$ cat config.mk
export PLATFORM = sky130hd
export DESIGN_NAME = overlay_scaler
export DESIGN_NICKNAME = d
export VERILOG_FILES = /design/src/rtl/overlay_pkg.sv /design/src/rtl/dda_axis.sv /design/src/rtl/overlay_scaler.sv
export SDC_FILE = /design/constraint.sdc
export NUM_CORES = 1
export LEC_CHECK = 0
export BUFFER_PORTS_ARGS = -buffer_cell sky130_fd_sc_hd__buf_4
export CAP_MARGIN = 20
export CORE_ASPECT_RATIO = 1.1
export CORE_UTILIZATION = 60
export CTS_CLUSTER_DIAMETER = 40
export DETAILED_ROUTE_END_ITERATION = 10
export GPL_ROUTABILITY_DRIVEN = 0
export GPL_TIMING_DRIVEN = 0
export HOLD_SLACK_MARGIN = 0.12
export PLACE_DENSITY = 0.86
export SYNTH_ARGS = -nofsm -noshare
export SYNTH_HDL_FRONTEND = slang
export SYNTH_SLANG_ARGS = --single-unit
$ cat constraint.sdc
create_clock -name clk_pixel -period 5.9 [get_ports clk_pixel]
set_input_delay 0.59 -clock clk_pixel [delete_from_list [all_inputs] [get_ports clk_pixel]]
set_output_delay 0.59 -clock clk_pixel [all_outputs]
set_load 0.01 [all_outputs]
$ cat src/rtl/overlay_pkg.sv
// Shared types and helpers for the overlay upscaler: pixel formats, the
// default border colour and the BGR5 -> RGB8 expansion.
package overlay_pkg;

  typedef struct packed {
    logic [7:0] r;
    logic [7:0] g;
    logic [7:0] b;
  } rgb8_t;

  typedef struct packed {
    logic [4:0] b;
    logic [4:0] g;
    logic [4:0] r;
  } bgr5_t;

  localparam logic [23:0] DEFAULT_BORDER = 24'h303030;

  // Zero-fill the low bits so a full-scale channel maps to 8'hF8.
  function automatic rgb8_t bgr5_to_rgb8(input bgr5_t c);
    rgb8_t o;
    o.r = {c.r, 3'b000};
    o.g = {c.g, 3'b000};
    o.b = {c.b, 3'b000};
    return o;
  endfunction

endpackage

$ cat src/rtl/dda_axis.sv
// One axis of the fractional upscaler: a saturating DDA that advances the
// source coordinate by SRC/DST of a pixel per step.
module dda_axis #(
  parameter  int SRC = 256,
  parameter  int DST = 960,
  localparam int CW  = (SRC > 1) ? $clog2(SRC) : 1,
  localparam int AW  = $clog2(DST) + 1
) (
  input  logic          clk_pixel,
  input  logic          resetn,
  input  logic          clear,
  input  logic          step,
  output logic [CW-1:0] coord
);

  localparam logic [AW-1:0] SRC_A = AW'(SRC);
  localparam logic [AW-1:0] DST_A = AW'(DST);
  localparam logic [CW-1:0] LAST  = CW'(SRC - 1);

  logic [AW-1:0] acc_reg;
  logic [AW-1:0] acc_sum;

  // acc < DST and SRC <= DST, so the sum always fits in AW bits.
  assign acc_sum = acc_reg + SRC_A;

  always_ff @(posedge clk_pixel or negedge resetn) begin
    if (!resetn) begin
      acc_reg <= '0;
      coord   <= '0;
    end else if (clear) begin
      acc_reg <= '0;
      coord   <= '0;
    end else if (step) begin
      if (acc_sum >= DST_A) begin
        acc_reg <= acc_sum - DST_A;
        if (coord != LAST) coord <= coord + 1'b1;
      end else begin
        acc_reg <= acc_sum;
      end
    end
  end

endmodule

$ cat src/rtl/overlay_scaler.sv
// Fractional upscaler from a small BGR5 framebuffer to the HDMI pixel stream,
// addressing the source ahead of cx so fetch latency is hidden.
module overlay_scaler
  import overlay_pkg::*;
#(
  parameter int          SRC_W     = 256,
  parameter int          SRC_H     = 224,
  parameter int          DST_W     = 960,
  parameter int          DST_H     = 720,
  parameter int          FRAME_W   = 1280,
  parameter int          FRAME_H   = 720,
  parameter int          TOTAL_W   = 1650,
  parameter int          TOTAL_H   = 750,
  parameter int          FETCH_LAT = 1,
  parameter logic [23:0] BORDER    = DEFAULT_BORDER
) (
  input  logic                       clk_pixel,
  input  logic                       resetn,
  input  logic [10:0]                cx,
  input  logic [9:0]                 cy,
  input  logic                       overlay_en,
  output logic [$clog2(SRC_W)-1:0]   src_x,
  output logic [$clog2(SRC_H)-1:0]   src_y,
  input  logic [14:0]                src_color,
  output logic [23:0]                rgb,
  output logic                       in_window
);

  localparam int XSTART = (FRAME_W - DST_W) / 2;
  localparam int YSTART = (FRAME_H - DST_H) / 2;
  localparam int LEAD   = FETCH_LAT + 1;
  // The address register adds one more cycle on top of LEAD.
  localparam int AHEAD  = LEAD + 1;

  localparam logic [11:0] XS    = 12'(XSTART);
  localparam logic [11:0] TW    = 12'(TOTAL_W);
  localparam logic [9:0]  YS    = 10'(YSTART);
  localparam logic [9:0]  YPRE  = 10'((YSTART + TOTAL_H - 1) % TOTAL_H);
  localparam logic [9:0]  YLAST = 10'(TOTAL_H - 1);

  if (XSTART < LEAD || FETCH_LAT < 0 || FETCH_LAT > 4 ||
      DST_W < SRC_W || DST_H < SRC_H || DST_W > FRAME_W || DST_H > FRAME_H) begin : g_param_check
    $error("overlay_scaler: illegal parameter set");
  end

  logic [11:0] cx_sum;
  logic        lead_wrap;
  logic [11:0] lead_x;
  logic [9:0]  lead_y;
  logic [12:0] x_off;
  logic [10:0] y_off;
  logic        x_win;
  logic        y_win;
  logic        line_lead;
  logic        x_clear;
  logic        x_step;
  logic        y_clear;
  logic        y_step;
  logic        win_now;

  // Column/row whose address is being computed this cycle.
  assign cx_sum    = {1'b0, cx} + 12'(AHEAD);
  assign lead_wrap = cx_sum >= TW;
  assign lead_x    = lead_wrap ? cx_sum - TW : cx_sum;
  assign lead_y    = !lead_wrap ? cy : ((cy == YLAST) ? 10'd0 : cy + 10'd1);

  // Offsets wrap to large values below the window start.
  assign x_off = {1'b0, lead_x} - {1'b0, XS};
  assign y_off = {1'b0, lead_y} - {1'b0, YS};
  assign x_win = x_off < 13'(DST_W);
  assign y_win = y_off < 11'(DST_H);

  assign line_lead = lead_x == XS;
  assign x_clear   = line_lead;
  assign x_step    = x_win && !line_lead;
  assign y_clear   = line_lead && (lead_y == YPRE);
  assign y_step    = line_lead && y_win && (lead_y != YS);
  assign win_now   = x_win && y_win && overlay_en;

  dda_axis #(.SRC(SRC_W), .DST(DST_W)) u_dda_x (
    .clk_pixel (clk_pixel),
    .resetn    (resetn),
    .clear     (x_clear),
    .step      (x_step),
    .coord     (src_x)
  );

  dda_axis #(.SRC(SRC_H), .DST(DST_H)) u_dda_y (
    .clk_pixel (clk_pixel),
    .resetn    (resetn),
    .clear     (y_clear),
    .step      (y_step),
    .coord     (src_y)
  );

  // Window/enable travel alongside the fetch so they meet src_color in step.
  logic win_pipe [FETCH_LAT+1];

  always_ff @(posedge clk_pixel or negedge resetn) begin
    if (!resetn) begin
      for (int i = 0; i <= FETCH_LAT; i++) win_pipe[i] <= 1'b0;
    end else begin
      for (int i = FETCH_LAT; i > 0; i--) win_pipe[i] <= win_pipe[i-1];
      win_pipe[0] <= win_now;
    end
  end

  rgb8_t conv;
  assign conv = bgr5_to_rgb8(bgr5_t'(src_color));

  always_ff @(posedge clk_pixel or negedge resetn) begin
    if (!resetn) begin
      rgb       <= BORDER;
      in_window <= 1'b0;
    end else begin
      rgb       <= win_pipe[FETCH_LAT] ? conv : BORDER;
      in_window <= win_pipe[FETCH_LAT];
    end
  end

endmodule

# --- Word-level counts from Yosys, hierarchy flattened ---
# Cells that the tools add are included.
classes:
  addsub: 10
  n_lt_le_gt_ge: 5
  n_eq_ne: 5
  muxes: 18
  reduce_logical: 16
op_table:
  columns: ["operator", "count"]
  rows:
  - ["11-bit 2-to-1 mux", 6]
  - ["8-bit 2-to-1 mux", 8]
  - ["24-bit 2-to-1 mux", 1]
  - ["11-bit by 10-bit >= comparator with 1-bit output (second input constant)", 2]
  - ["11-bit by 10-bit subtractor with 11-bit output (second input constant)", 2]
  - ["10-bit == test (second input constant)", 2]
  - ["10-bit 2-to-1 mux", 2]
  - ["8-bit by 1-bit adder with 8-bit output (second input constant)", 2]
  - ["8-bit inequality test (second input constant)", 2]
  - ["13-bit by 10-bit < comparator with 1-bit output (second input constant)", 1]
  - ["12-bit by 8-bit subtractor with 13-bit output (second input constant)", 1]
  - ["11-bit by 2-bit adder with 12-bit output (second input constant)", 1]
  - ["12-bit by 8-bit == test with 1-bit output (second input constant)", 1]
  - ["12-bit by 11-bit >= comparator with 1-bit output (second input constant)", 1]
  - ["12-bit 2-to-1 mux", 1]
  - ["2-bit nonzero test", 6]
  - ["12-bit by 11-bit subtractor with 12-bit output (second input constant)", 1]
  - ["11-bit by 8-bit adder with 11-bit output (second input constant)", 1]
  - ["11-bit by 9-bit adder with 11-bit output (second input constant)", 1]
  - ["10-bit by 1-bit adder with 10-bit output (second input constant)", 1]
  - ["10-bit < comparator (second input constant)", 1]
  - ["10-bit nonzero test", 1]
  - ["1-bit logical AND", 6]
  - ["3-bit AND reduction", 2]
  - ["1-bit zero test", 1]
totals:
  register_bits: 65
  input_bits: 39
  out_inout_bits: 41
  wordCells: 62

# --- Logic depth before layout (Yosys ltp) ---
depth:
  word_depth: 8
  ltp_mapped: 20
  mapped_depth_nobuf: 16

# --- Modules after synthesis ---
# From an unflattened synthesis, not the netlist that was laid out.
unflattened:
  hier_cells: 449
  hier_area_um2: 3940.0
modules_own_cells:
  columns: ["mod", "instances", "cells_each", "area_each_um2", "seq_area_each_um2"]
  rows:
  - ["overlay_scaler", 1, 227, 1903.1, 457.9]
  - ["dda_axis at u_dda_y", 1, 138, 1229.9, 375.4]
  - ["dda_axis at u_dda_x", 1, 84, 807.0, 325.3]

# --- Worst setup path before layout ---
# No wires, ideal clock.
synth_path:
  kind: "input to register"
  startpoint: "input cx[0]"
  endpoint: "register u_dda_y.coord[5]"
  setup_time_ns: 0.079
  t_arrival_ns: 4.578
  required_time_ns: 5.821
  setup_slack_ns: 1.243
  cell_stages: 19
  n_path_buf: 3
  cell_sequence: "inv_1 -> ha_1 -> buf_6 -> nand3b_1 -> or4_1 -> a21oi_1 -> a311o_4 -> nor2_1 -> buf_2 -> nor4_1 -> xor2_1 -> ha_1 -> o211a_1 -> nand2_1 -> or4_4 -> or3b_1 -> buf_6 -> nor4_1 -> mux2i_1"
synth_between:
  elab_chain_len: 8
  elab_cells_between_ends: 17
  cone_classes: "add/sub (2); order compare (2); eq/ne (2); mux (3); reduce/logical (8)"
synth_rtl:
  columns: ["item", "line", "rtl"]
  rows:
  - ["from (decl)", "overlay_scaler.sv:19", "input logic [10:0] cx,"]
  - ["11-bit by 2-bit adder with 12-bit output *", "overlay_scaler.sv:62", "assign cx_sum = {1'b0, cx} + 12'(AHEAD);"]
  - ["12-bit by 11-bit >= comparator with 1-bit output or 12-bit by 11-bit subtractor with 12-bit output (tied branches)", "overlay_scaler.sv:63, overlay_scaler.sv:64", null]
  - ["10-bit 2-to-1 mux or 12-bit 2-to-1 mux (tied branches)", "overlay_scaler.sv:65, overlay_scaler.sv:64", null]
  - ["10-bit < comparator or 12-bit by 8-bit == test with 1-bit output (tied branches)", "overlay_scaler.sv:71, overlay_scaler.sv:73", null]
  - ["1-bit logical AND (2 in a row)", "overlay_scaler.sv:77", "assign y_step = line_lead && y_win && (lead_y != YS);"]
  - ["2-bit nonzero test (no line)", null, null]
  - ["3-bit AND reduction (no line)", null, null]
  - ["to (signal assigned)", "dda_axis.sv:36", "if (coord != LAST) coord <= coord + 1'b1;"]
  - ["to (decl)", "dda_axis.sv:13", "output logic [CW-1:0] coord"]
# Every way passes the cells marked *; elsewhere a longest branch is shown, timed or not.
# A chain may end at the register's enable or synchronous reset.

# --- Final worst setup path ---
layout_path:
  startpoint: "input cx[0]"
  endpoint: "register u_dda_y.acc_reg[10]"
layout_between:
  elab_chain_len: 7
  elab_cells_between_ends: 14
  cone_classes: "add/sub (2); order compare (2); eq/ne (2); mux (3); reduce/logical (5)"
layout_rtl:
  columns: ["item", "line", "rtl"]
  rows:
  - ["11-bit by 2-bit adder with 12-bit output *", "overlay_scaler.sv:62", null]
  - ["12-bit by 11-bit >= comparator with 1-bit output or 12-bit by 11-bit subtractor with 12-bit output (tied branches)", "overlay_scaler.sv:63, overlay_scaler.sv:64", null]
  - ["10-bit 2-to-1 mux or 12-bit 2-to-1 mux (tied branches)", "overlay_scaler.sv:65, overlay_scaler.sv:64", null]
  - ["10-bit < comparator or 12-bit by 8-bit == test with 1-bit output (tied branches)", "overlay_scaler.sv:71, overlay_scaler.sv:73", null]
  - ["1-bit logical AND (2 in a row)", "overlay_scaler.sv:77", null]
  - ["2-bit nonzero test (no line)", null, null]
  - ["to (signal assigned)", "dda_axis.sv:35", "acc_reg <= acc_sum - DST_A;"]
  - ["to (signal assigned)", "dda_axis.sv:38", "acc_reg <= acc_sum;"]
  - ["to (decl)", "dda_axis.sv:20", "logic [AW-1:0] acc_reg;"]
# Marks and branches as above.

==> summary.md <==
| Metric | Value |
|---|---|
| Layout cells sized above 1 | 0.217 |
| Max clock buf depth | 2 |
| Insertion delay to the later sink of the worst-skew pair | 0.31 ns |
| Measured slew at the worst slew-check pin | 1.01 ns |
| Setup crit start | cx[0] |
| Antenna Cells | 0 |
| Final Hold Fails | 0 |
| Flip-flop count of the largest register after layout | 15 |
| Cts hold-fix bufs | 0 |
| Number of global-route vias before repair | 3,478 |
| Worst endpoint required time | 6.11 ns |
| Post-Syn Area | 3860 µm² |
| Die X | 78.5 µm |
| Primary FF master, synth | dfrtp_1 |
| Synth Area in Compound Gates | 0.189 |
| P_leak | 2.07 nW |
| Setup WS post-layout | 0.584 ns |
| Top Registers | rgb x15, u_dda_x.coord x8, u_dda_y.coord x8 |
| # DRC | 0 |
| Area share of xor/xnor cells in the synthesized design | 0.0881 |
| Peak supply drop | 0.132 mV |
| H-tree Lvls | 2 |
| Critical path endpoint | u_dda_y.acc_reg[10]$_DFFE_PN0P_ |
| Fin nets | 599 |
| Port-buffer cells | 65 |
| Tot Pwr | 0.00106 W |
| Cells after Synth | 461 |
| Peak Freq | 188 MHz |
| Dpl hpwl | 6750 µm |
| Post-synthesis sequential area ratio | 0.300 |
| Crit path DAT | 5.53 ns |
| Largest family of logic cells by synthesized area | simple AND/OR/NAND/NOR gates |
| Slew headroom | 0.321 |
| Area leader, netlist | dfrtp_1 |
| Drt wl/cell | 14.4 µm |
| FF+latch count, synth | 46 |
| Core Box Area | 6190 µm² |
| Yosys top cell area share | 0.259 |
| Setup Total Neg Slack | 0 ns |
| # resized after CTS | 0 |
| Hold Path Class | in -> async |
| Post-Synth Simple-Gate Area | 0.272 |
| Die Span Y | 86.2 µm |
| Remaining antenna violation count | 0 |
| Via count | 3,771 |
| Final period util | 0.901 |
| # setup viols final | 0 |
| Crit path max fanout | 10 |
| Final global-route overflow total | 0 |
| IO Pins | 80 |
| R2R depth | 13 |
| Flop2flop setup slack | 2.50 ns |
| Mean Syn Cell Area | 8.38 µm² |
| CTS tree | done |
| Initial antenna violation count | 0 |
| Adder-cell area share of the yosys netlist | 0.0583 |
| Final core occ | 0.747 |
| Final period demand of the worst path | 5.32 ns |
| Cell area power density | 229 nW/µm² |
| DRT Pass-1 Iters | 4 |
| Mux contribution to synthesized area | 0.0301 |
| Crit path kind | in -> reg |
| Global-route wire length before repair | 15,100 µm |
| Top reg by flops | rgb |
| Commonest non-fill, non-tap cell in the layout | buf_4 |
| Largest net degree at the start of global routing | 47 |
| Yosys warning total | 0 |
| Synth unique cells | 68 |
| Worst-path clk slew | 0.09 ns |
| Clock Sinks | 46 |
| Worst Setup End Kind | flip-flop |
| Core Rows | 30 |
| Post-Route WL | 8940 µm |
| Commonest non-fill, non-tap cells in the layout | 75 x buf_4, 40 x dfrtp_1, 38 x nand2_1, 38 x nor2_1, 26 x o21ai_0 |
| Top cells by area, synth | dfrtp_1 26%, ha_1 5.8%, xnor2_1 4.8% |
| Via-per-instance ratio | 6.05 |
| Final Non-Filler Cells | 623 |
| Post-CTS Setup Inserts | 0 |
| Pins over their slew limit | 0 |
| DR iter-0 viols | 245 |
| Initial core utilization | 0.624 |
| Inst Count DP | 614 |
| TritonCTS buffer count | 5 |
| RSZ-0062 raised after global routing | no |
| Die area | 6760 µm² |
| Status | completed |
| R2R Path End | u_dda_y.coord[4]$_DFFE_PN0P_ |
| GRT Total Usage | 0.276 |
| Post-synth EDFFs | 0 |
| MaxCap Viol Count | 0 |
| Clock root buffer | clkbuf_8 |
| Reg2Reg Launch Point | u_dda_y.acc_reg[5]$_DFFE_PN0P_ |
| Pre-CTS setup slack | 0.196 ns |
| Area Growth Syn to Fin | 19.8% |
| Startpoint types | primary input |
| Clk_skew | 0.0114 ns |
| Ys async rst share | 1.00 |
==> final cells by class <==
cell class	count	area, µm²
multi-input combinational	379	2500
fill	494	1570
sequential	46	1160
timing repair buffer	66	493
buffer	24	161
tap	80	100
clock buffer	6	82.6
inverter	20	75.1
clock inverter	2	60.1
==> Yosys cell counts, types with 3 or more instances <==
master and number:
o211a_1 3, buf_4 10, buf_2 3, o21ai_0 26
nand3_1 20, ha_1 18, or3_1 9, a221oi_1 5
mux2i_1 9, dfrtp_1 40, o22ai_1 3, or2_2 6
or4_1 6, a21oi_1 21, nor3_1 13, a31oi_1 5
o31ai_1 3, nand2_1 38, o211ai_1 6, a311oi_1 3
xnor2_1 21, and3_1 5, inv_1 20, buf_6 4
dfstp_2 6, nor2_1 38, nor2b_1 3, xor2_1 16
nand2b_1 9, nand4_1 13, nor4_1 9, and2_1 13
a211oi_1 4, o21a_1 3, clkbuf_1 7
==> worst max-delay path: stages <==
cell,delay (ns)
buf_4,0.12
inv_1,0.05
ha_1,0.19
buf_6,0.13
nand3b_1,0.22
o32ai_1,0.39
o21a_1,0.27
o221a_2,0.35
nor2_1,0.09
buf_2,0.18
nor4_1,0.33
xor2_1,0.24
ha_1,0.18
o211a_1,0.20
nand2_1,0.08
nor4_1,0.78
nand4_1,0.61
o211a_1,0.30
a31o_2,0.21
==> kinds of logic (layout without fill, tap and decap cells) <==
group                      after synthesis  after routing
AOI/OAI and AO/OA                      105            105
xor gates and xnor gates                38             38
adders and majority gates               18             18
buffers and inverters                   44            118
DFF                                     46             46
muxes                                   11             11
other                                    1              9
and+or+nand+nor                        198            198
==> worst min-delay path by stage <==
stage                                          end  slack, ns  depth (start not counted)                   from
finish                         in_window$_DFF_PN0_       0.27                          1                 resetn
global route                   in_window$_DFF_PN0_       0.32                          1                 resetn
CTS                 u_dda_y.acc_reg[5]$_DFFE_PN0P_       0.29                          1                 resetn
detailed placement           win_pipe[0]$_DFF_PN0_       0.34                          0  win_pipe[1]$_DFF_PN0_
global placement             win_pipe[0]$_DFF_PN0_       0.34                          0  win_pipe[1]$_DFF_PN0_
floorplan                      in_window$_DFF_PN0_       0.29                          0                 resetn
==> metal layers <==
metal | track usage | routed length [µm] | vias to the layer above
li1 | - | - | 1832
met2 | 0.492 | 4520 | 149
met4 | 0.109 | 199 | 0
met3 | 0.0351 | 514 | 19
met1 | 0.334 | 3710 | 1771
met5 | 0 | 0 | -
==> through the flow <==
| step | hold slack (ns) | cell area [µm²] |
|---|---|---|
| detailed placement | 0.337 | 4480 |
| finish | 0.268 | 4630 |
| CTS | 0.293 | 4620 |
| floorplan | 0.294 | 3890 |
| global route | 0.320 | 4630 |
| global placement | 0.335 | 4480 |
==> where the power goes <==
group	total (W)	internal (W)	switching (W)	leakage (nW)
clock network	0.000291	0.000181	0.000110	0.0714
logic	0.000366	0.000166	0.000199	1.40
registers	0.000403	0.000361	0.0000424	0.594
total	0.00106	0.000708	0.000352	2.07
Note: power is estimated with default switching activity, not from simulation.
